`config.mk`:
```
export PLATFORM = sky130hd
export DESIGN_NAME = mul_div_wb_arbiter
export DESIGN_NICKNAME = d
export VERILOG_FILES = /design/src/rtl/mul_div_wb_arbiter.sv
export SDC_FILE = /design/constraint.sdc
export NUM_CORES = 1
export LEC_CHECK = 0
export BUFFER_PORTS_ARGS = -buffer_cell sky130_fd_sc_hd__buf_2
export CORE_MARGIN = 8
export CORE_UTILIZATION = 43
export DETAILED_ROUTE_END_ITERATION = 7
export PLACE_DENSITY = 0.67
export SYNTH_ARGS = -nofsm -noshare
export SYNTH_HDL_FRONTEND = slang
export SYNTH_SLANG_ARGS = --single-unit
```
`constraint.sdc`:
```
create_clock -name clk_i -period 6.9 [get_ports clk_i]
set_clock_uncertainty 0.05 [all_clocks]
set_input_delay 0.345 -clock clk_i [delete_from_list [all_inputs] [get_ports clk_i]]
set_output_delay 0.345 -clock clk_i [all_outputs]
set_load 0.01 [all_outputs]
```
`src/rtl/mul_div_wb_arbiter.sv`:
```
// Writeback arbiter for the mult unit: merges the fixed-latency multiplier (credit-throttled FIFO)
// and the serial divider (1-entry hold register) onto one valid/ready port with anti-starvation.
module mul_div_wb_arbiter #(
  parameter int unsigned XLEN          = 64,
  parameter int unsigned TRANS_ID_BITS = 3,
  parameter int unsigned DEPTH         = 2,
  parameter int unsigned STARVE_LIMIT  = 4
) (
  input  logic                     clk_i,
  input  logic                     rst_ni,
  input  logic                     flush_i,
  input  logic                     mult_issue_i,
  output logic                     issue_ready_o,
  input  logic                     mult_valid_i,
  input  logic [TRANS_ID_BITS-1:0] mult_trans_id_i,
  input  logic [XLEN-1:0]          mult_result_i,
  input  logic                     div_valid_i,
  output logic                     div_ready_o,
  input  logic [TRANS_ID_BITS-1:0] div_trans_id_i,
  input  logic [XLEN-1:0]          div_result_i,
  output logic                     wb_valid_o,
  input  logic                     wb_ready_i,
  output logic [TRANS_ID_BITS-1:0] wb_trans_id_o,
  output logic [XLEN-1:0]          wb_result_o,
  output logic                     wb_src_o
);
  localparam int unsigned PW = (DEPTH > 1) ? $clog2(DEPTH) : 1;
  localparam int unsigned CW = $clog2(DEPTH + 1);
  localparam int unsigned SW = $clog2(STARVE_LIMIT + 1);

  typedef struct packed {
    logic [TRANS_ID_BITS-1:0] id;
    logic [XLEN-1:0]          data;
  } res_t;

  res_t          fifo_q [DEPTH];
  res_t          hold_q;
  logic [PW-1:0] wr_ptr_q, rd_ptr_q;
  logic [CW-1:0] count_q;
  logic [SW-1:0] starve_q;
  logic          inflight_q, hold_valid_q, drop_q;

  logic          fifo_valid, sel_div, wb_fire, mult_pop, div_pop, mult_push, div_load;
  logic [CW:0]   credits;

  // Credits count registered occupancy plus the op still inside the multiplier.
  assign credits       = {1'b0, count_q} + (CW+1)'(inflight_q);
  assign issue_ready_o = credits < (CW+1)'(DEPTH);
  assign div_ready_o   = ~hold_valid_q;

  assign fifo_valid = count_q != '0;
  assign sel_div    = hold_valid_q & (~fifo_valid | (starve_q == SW'(STARVE_LIMIT)));
  assign wb_valid_o = (fifo_valid | hold_valid_q) & ~flush_i;
  assign wb_fire    = wb_valid_o & wb_ready_i;
  assign mult_pop   = wb_fire & ~sel_div;
  assign div_pop    = wb_fire & sel_div;
  // A full FIFO still accepts when its head leaves in the same cycle.
  assign mult_push  = mult_valid_i & ~drop_q & ((count_q != CW'(DEPTH)) | mult_pop);
  assign div_load   = div_valid_i & div_ready_o;

  always_comb begin
    wb_trans_id_o = '0;
    wb_result_o   = '0;
    wb_src_o      = 1'b0;
    if (sel_div) begin
      wb_trans_id_o = hold_q.id;
      wb_result_o   = hold_q.data;
      wb_src_o      = 1'b1;
    end else if (fifo_valid) begin
      wb_trans_id_o = fifo_q[rd_ptr_q].id;
      wb_result_o   = fifo_q[rd_ptr_q].data;
    end
  end

  always_ff @(posedge clk_i) begin
    if (mult_push) fifo_q[wr_ptr_q] <= '{id: mult_trans_id_i, data: mult_result_i};
  end

  always_ff @(posedge clk_i or negedge rst_ni) begin
    if (!rst_ni) begin
      wr_ptr_q     <= '0;
      rd_ptr_q     <= '0;
      count_q      <= '0;
      inflight_q   <= 1'b0;
      hold_valid_q <= 1'b0;
      hold_q       <= '0;
      starve_q     <= '0;
      drop_q       <= 1'b0;
    end else if (flush_i) begin
      wr_ptr_q     <= '0;
      rd_ptr_q     <= '0;
      count_q      <= '0;
      inflight_q   <= 1'b0;
      hold_valid_q <= 1'b0;
      starve_q     <= '0;
      drop_q       <= 1'b1;
    end else begin
      drop_q     <= 1'b0;
      inflight_q <= mult_issue_i & issue_ready_o;
      if (mult_push)
        wr_ptr_q <= (wr_ptr_q == PW'(DEPTH-1)) ? '0 : wr_ptr_q + 1'b1;
      if (mult_pop)
        rd_ptr_q <= (rd_ptr_q == PW'(DEPTH-1)) ? '0 : rd_ptr_q + 1'b1;
      case ({mult_push, mult_pop})
        2'b10:   count_q <= count_q + 1'b1;
        2'b01:   count_q <= count_q - 1'b1;
        default: count_q <= count_q;
      endcase
      if (div_pop) begin
        hold_valid_q <= 1'b0;
      end else if (div_load) begin
        hold_valid_q <= 1'b1;
        hold_q       <= '{id: div_trans_id_i, data: div_result_i};
      end
      if (!hold_valid_q || div_pop)            starve_q <= '0;
      else if (starve_q != SW'(STARVE_LIMIT))  starve_q <= starve_q + 1'b1;
    end
  end

  a_no_push_when_full: assert property (@(posedge clk_i) disable iff (!rst_ni || flush_i)
    !(mult_valid_i && !drop_q && (count_q == CW'(DEPTH)) && !mult_pop))
    else $error("multiplier result pushed into full FIFO");

endmodule

```
==> results.txt, run 1 <==
status -> finished clean
Cell Area, Synth -> 8700 µm²
Vias/cell -> 5.01
Post-Syn Nets -> 715
die height -> 158 µm
# fillers -> 1642
sequential cell area fraction in the yosys report -> 0.684
Hold Crit Class -> in -> async
Crit Path Max Fanout -> 102
area leader, netlist -> edfxtp_1
post-DP HPWL -> 13.9 mm
vias in the first global route -> 6224
clock network power share -> 0.369
combinational power share -> 0.135
remaining antenna violation count -> 0
Synth top area share -> 0.463
number of library cell types mapped by synthesis -> 31
Synth Register Bits -> 211
GPL Wtd Cong -> 0.749
PwrDens -> 273 nW/µm²
Sw Share -> 0.238
Fin Setup TNS -> 0 ns
row count -> 52
synthesized instance count -> 572
Max VDD drop -> 0.188 mV
slowest CP cell -> buf_4
Max Clock Freq -> 252 MHz
Final period util -> 0.574
DR iter-0 viols -> 188
worst-skew pair later-pin latency -> 0.48 ns
Post-CTS Setup Bufs -> 0
setup violators final -> 0
Area Overhead vs Synth -> 29.7%
Internal Power -> 2.34 mW
syn avg cell area -> 15.2 µm²
Worst-Margin Slew -> 1.05 ns
# port buffers -> 211
initial antenna violation count -> 2
CTS Buf Count -> 23
top-count cell post-synth -> edfxtp_1
Crit. End Element -> primary output
EDFF count, synth -> 134
largest net degree at the start of global routing -> 103
drt drc -> 0
Post-synth top cells -> 134 x edfxtp_1, 77 x dfrtp_1, 70 x nand2_1
sequential power share -> 0.496
P_sw -> 0.731 mW
Setup crit start kind -> flop
min Tclk post-route -> 3.96 ns
wirelength, routed -> 20.5 mm
Die W -> 158 µm
Initial Util -> 0.434
Placed Instance Area -> 9930 µm²
RSZ-0062 raised after global routing -> no
Slew headroom -> 0.299
share of layout cells above drive strength 1 -> 0.379
Worst path most repeated cell -> nand2_1
design area -> 11300 µm²
H-Tree Depth -> 1
root buffer cell -> clkbuf_16
top cells by area, synth -> edfxtp_1 46%, dfrtp_1 22%, mux2_2 8.7%
Power, Total -> 3.07 mW
wire per inst -> 18.2 µm
Pre-antenna DRT Iters -> 4
largest stage delay on the critical path -> 0.93 ns
Ports -> 212
Worst EP required -> 6.50 ns
total core area -> 20000 µm²
gr ovfl total -> 0
register area -> 5950 µm²
leakage power -> 4.45 nW
routed via count -> 5637
first-pass GRT wire length -> 32.1 mm
area of the multi-input gates -> 2520 µm²
Max-cap violations -> 0
asr flop ratio synth -> 0.365
Final Hold Fails -> 0
yosys warns -> 0
# clock sinks -> 211
nets -> 981
Max Root-Sink Buffers -> 3
final number of max-transition violations -> 0
Synth Flop Type -> edfxtp_1
Data arrival, critical path -> 3.57 ns
Tot GR Track Use -> 0.162
Die ar. -> 25000 µm²
Worst-path clk slew -> 0.06 ns
WS Path Type -> reg -> out
CTS tree -> yes
hold slack -> 0.00762 ns
critical-path cell list -> inv_1, ha_1, nand2_1, a21oi_4, buf_4, nand2_1, o31ai_1, buf_2
## path summary, 6_finish.rpt
path | start | to | slack, ns | depth (start not counted)
worst max-delay path | starve_q[0]$_DFFE_PN0P_ | wb_result_o[15] | 2.94 | 8
worst min-delay path | rst_ni | hold_q[10]$_DFFE_PN0P_ | 0.008 | 1
worst max register to register | starve_q[0]$_DFFE_PN0P_ | hold_valid_q$_DFFE_PN0P_ | 3.92 | 6
worst min register to register | hold_q[24]$_DFFE_PN0P_ | hold_q[24]$_DFFE_PN0P_ | 0.45 | 1
max in group asynchronous | rst_ni | rd_ptr_q$_DFFE_PN0P_ | 6.02 | 1
min in group clk_i | mult_result_i[45] | fifo_q[0][45]$_DFFE_PP_ | 0.02 | 1
## power by group through the flow
stage               logic [mW]  registers, mW  clock network [mW]
CTS                      0.423           1.53                1.17
floorplan                0.251           1.53                   0
global route             0.456           1.54                1.21
global placement         0.374           1.54                   0
finish                   0.416           1.52                1.13
detailed placement       0.391           1.55                   0
## cells in the final DEF, fill, tap and decap left out, types with 2 or more instances in the layout
master	Yosys	routed
nor2_1	11	10
nand3_1	4	4
and3b_1	2	2
a21oi_1	6	6
inv_1	3	3
clkbuf_8	0	2
edfxtp_1	134	134
clkbuf_1	6	7
buf_4	9	7
xor2_1	2	2
nand2_1	70	70
mux2_2	67	67
clkinv_2	0	4
dfrtp_1	77	76
clkinv_1	0	2
ha_1	2	2
dlygate4sd3_1	0	65
a221oi_1	3	3
mux2i_1	67	67
o31ai_1	67	67
clkbuf_16	0	23
nand2b_1	3	3
buf_2	23	210
## sequential cells by signal (all words and copies together), names as in the netlist, 2 cells and up
register,cells
hold_q,67
count_q,2
starve_q,3
fifo_q,134
## through the flow
step	cells	util	setup WS, ns
after floorplan	572	-	2.31
after global placement	1018	0.495	3.67
after detailed placement	1018	0.495	3.47
after CTS	1124	0.563	2.91
after global routing	1125	0.563	2.66
final	1125	0.563	2.94
## layer usage
metal,vias up,routed length [µm],global-route usage
met4,2,390,0.0427
li1,2684,-,-
met1,2741,8260,0.190
met2,180,10400,0.294
met3,30,1440,0.0371
met5,-,12,0
## what timing repair did
| item | CTS | global route |
|---|---|---|
| hold endpoints to repair | 128 | 0 |
| hold buffers | 65 | 0 |
| resized for setup | 0 | 0 |
## worst max-delay path, delay by kind of cell (launching register included)
family / cells / cell delay [ns]
AOI/OAI and AO/OA: 2 / 0.87
adders and majority gates: 1 / 0.24
and+or+nand+nor: 2 / 0.33
DFF: 1 / 0.41
buffers and inverters: 3 / 1.19
## logic make-up (layout without fill, tap and decap cells)
kind of cell,count (synthesis),after routing,share of synthesized area
simple gates,98,98,0.0482
mux,134,134,0.164
other cells,0,1,0
flops,211,211,0.684
buf+inv,44,326,0.0288
xor+xnor,2,2,0.00201
fa+ha+maj,2,2,0.00288
compound gates,81,81,0.0701
## cell type report
class	instances	area share
Antenna cell	1	0.000222
Clock buffer	32	0.0558
Clock inverter	9	0.00654
Inverter	3	0.000998
Multi-Input combinational cell	317	0.223
Sequential cell	211	0.528
Tap cell	270	0.0299
Timing Repair Buffer	282	0.155
Note: power is estimated with default switching activity, not from simulation.
==> inputs of run 2 (changes only) <==
- clock period: 6.9 -> 3.77 ns (I/O delays scaled with it)
==> run 2 against run 1 <==
  * Wire length up 4.5%
  * Sequential share of layout area down 3.5 points
  * Final area up 7.0%
  * Sequential power up 84%
  * First-iteration DRC count up 94%
==> results.txt, run 2 (synthesis results as in run 1) <==
Pre-antenna DRT Iters -> 5
met2 usage in global routing -> 0.304
Fin Setup TNS -> 0 ns
wire per inst -> 17.8 µm
Data arrival, critical path -> 2.65 ns
worst slack at placement -> 0.996 ns
WS Path Type -> reg -> out
GR Layer Usage met3 -> 0.0352
# clock sinks -> 211
setup violators final -> 0
die height -> 158 µm
Worst EP required -> 3.53 ns
root buffer cell -> clkbuf_16
Final Hold Fails -> 0
vias in the first global route -> 6683
Die W -> 158 µm
Max VDD drop -> 0.341 mV
Worst-Margin Slew -> 1.17 ns
initial antenna violation count -> 2
Post-CTS Setup Bufs -> 0
share of layout cells above drive strength 1 -> 0.350
Regs by FF count -> fifo_q: 134 flops, hold_q: 67 flops, starve_q: 3 flops
Ports -> 212
Die ar. -> 25000 µm²
Most flops, register -> fifo_q
Crit Path Max Fanout -> 135
met1 Use GR -> 0.198
Vias/cell -> 4.98
leakage power -> 4.78 nW
first-pass GRT wire length -> 33.6 mm
CTS Buf Count -> 23
CTS tree -> yes
Initial Util -> 0.434
drt drc -> 0
Max Root-Sink Buffers -> 3
total core area -> 20000 µm²
worst-skew pair later-pin latency -> 0.49 ns
most frequent cells in the layout -> 210 x buf_2, 140 x dlygate4sd3_1, 134 x edfxtp_1, 76 x dfrtp_1, 70 x nand2_1
GRT busiest layer -> met2
max FFs per register -> 134
PwrDens -> 476 nW/µm²
final number of max-transition violations -> 0
post-DP HPWL -> 13.5 mm
Hold Crit Class -> in -> reg
Worst path most repeated cell -> nand2_1
Area Overhead vs Synth -> 38.8%
critical-path cell list -> inv_1, ha_1, nand2_1, a21oi_4, buf_12, nand2_1, o31ai_1, buf_2
Slew headroom -> 0.219
row count -> 52
GPL Wtd Cong -> 0.791
RSZ-0062 raised after global routing -> no
largest net degree at the start of global routing -> 136
Tot GR Track Use -> 0.169
min Tclk post-route -> 2.89 ns
Max-cap violations -> 0
Crit. End Element -> primary output
DR iter-0 viols -> 365
commonest non-fill, non-tap cell in the layout -> buf_2
status -> finished clean
wirelength, routed -> 21.5 mm
largest stage delay on the critical path -> 0.42 ns
gr ovfl total -> 0
Setup crit start kind -> flop
routed via count -> 5981
H-Tree Depth -> 1
nets -> 1055
Worst Setup Slack, final -> 0.879 ns
remaining antenna violation count -> 0
slowest CP cell -> dfrtp_1
# port buffers -> 211
Worst-path clk slew -> 0.06 ns
Final period util -> 0.767
Max Clock Freq -> 346 MHz
[run 2: changes by cell type in the layout (fill, tap and decap cells not counted), sizes merged]
| cell | before | now |
|---|---|---|
| bufinv | 1 | 0 |
| inv | 3 | 5 |
| dlygate4sd3 | 65 | 140 |
| diode | 1 | 3 |
| clkinv | 7 | 3 |
| clkbuf | 32 | 36 |
| buf | 217 | 216 |
[run 2: through the flow]
step	total power [mW]	hold WS (ns)	std cells	util	instance area [µm²]
floorplan	3.25	-0.157	572	-	8700
global placement	3.50	0.328	1017	0.496	9930
detailed placement	3.55	0.329	1017	0.496	9930
CTS	5.80	0.109	1199	0.602	12100
global route	6.00	0.135	1201	0.602	12100
finish	5.74	0.134	1202	0.603	12100
[run 2: final cells by class]
type / count / area, µm²
multi-input combinational: 317 / 2520
tap: 270 / 338
clock inverter: 6 / 38.8
antenna: 3 / 7.51
fill: 1534 / 7960
clock buffer: 36 / 696
timing repair buffer: 356 / 2510
inverter: 3 / 11.3
sequential: 211 / 5950
[run 2: what timing repair did]
item                                    4_1_cts  5_1_grt
endpoints found under the hold margin       285        0
gates resized for setup                       0        0
endpoints found under the setup margin        0        0
hold buffers                                140        0
[run 2: report_power, final]
group	total, mW	switching (mW)	internal (mW)	leakage, nW
Sequential	2.80	0.120	2.68	2.15
Clock	2.12	0.852	1.27	0.359
Combinational	0.818	0.389	0.428	2.27
Total	5.74	1.36	4.38	4.78
[run 2: final timing paths]
kind,startpoint,end,slack (ns),cells past startpoint
setup reg to reg,starve_q[0]$_DFFE_PN0P_,fifo_q[0][29]$_DFFE_PP_,1.03,7
setup / recovery,starve_q[0]$_DFFE_PN0P_,wb_result_o[53],0.88,8
min in group asynchronous,rst_ni,hold_q[3]$_DFFE_PN0P_,0.37,2
hold reg to reg,hold_q[57]$_DFFE_PN0P_,hold_q[57]$_DFFE_PN0P_,0.46,1
hold / removal,mult_valid_i,count_q[0]$_DFFE_PN0P_,0.13,4
max in group asynchronous,rst_ni,rd_ptr_q$_DFFE_PN0P_,2.54,2
[run 2: layer usage]
| layer | share of wire | up-vias |
|---|---|---|
| li1 | - | 2835 |
| met1 | 0.40 | 2859 |
| met2 | 0.51 | 246 |
| met3 | 0.072 | 41 |
| met4 | 0.022 | 0 |
| met5 | 0 | - |
[run 2: worst max-delay path: cells and delay by family, from the launching register on]
family | cells | cell delay (ns)
and+or+nand+nor | 2 | 0.31
buffers and inverters | 3 | 0.64
DFF | 1 | 0.42
adders and majority gates | 1 | 0.24
AOI/OAI and AO/OA | 2 | 0.35
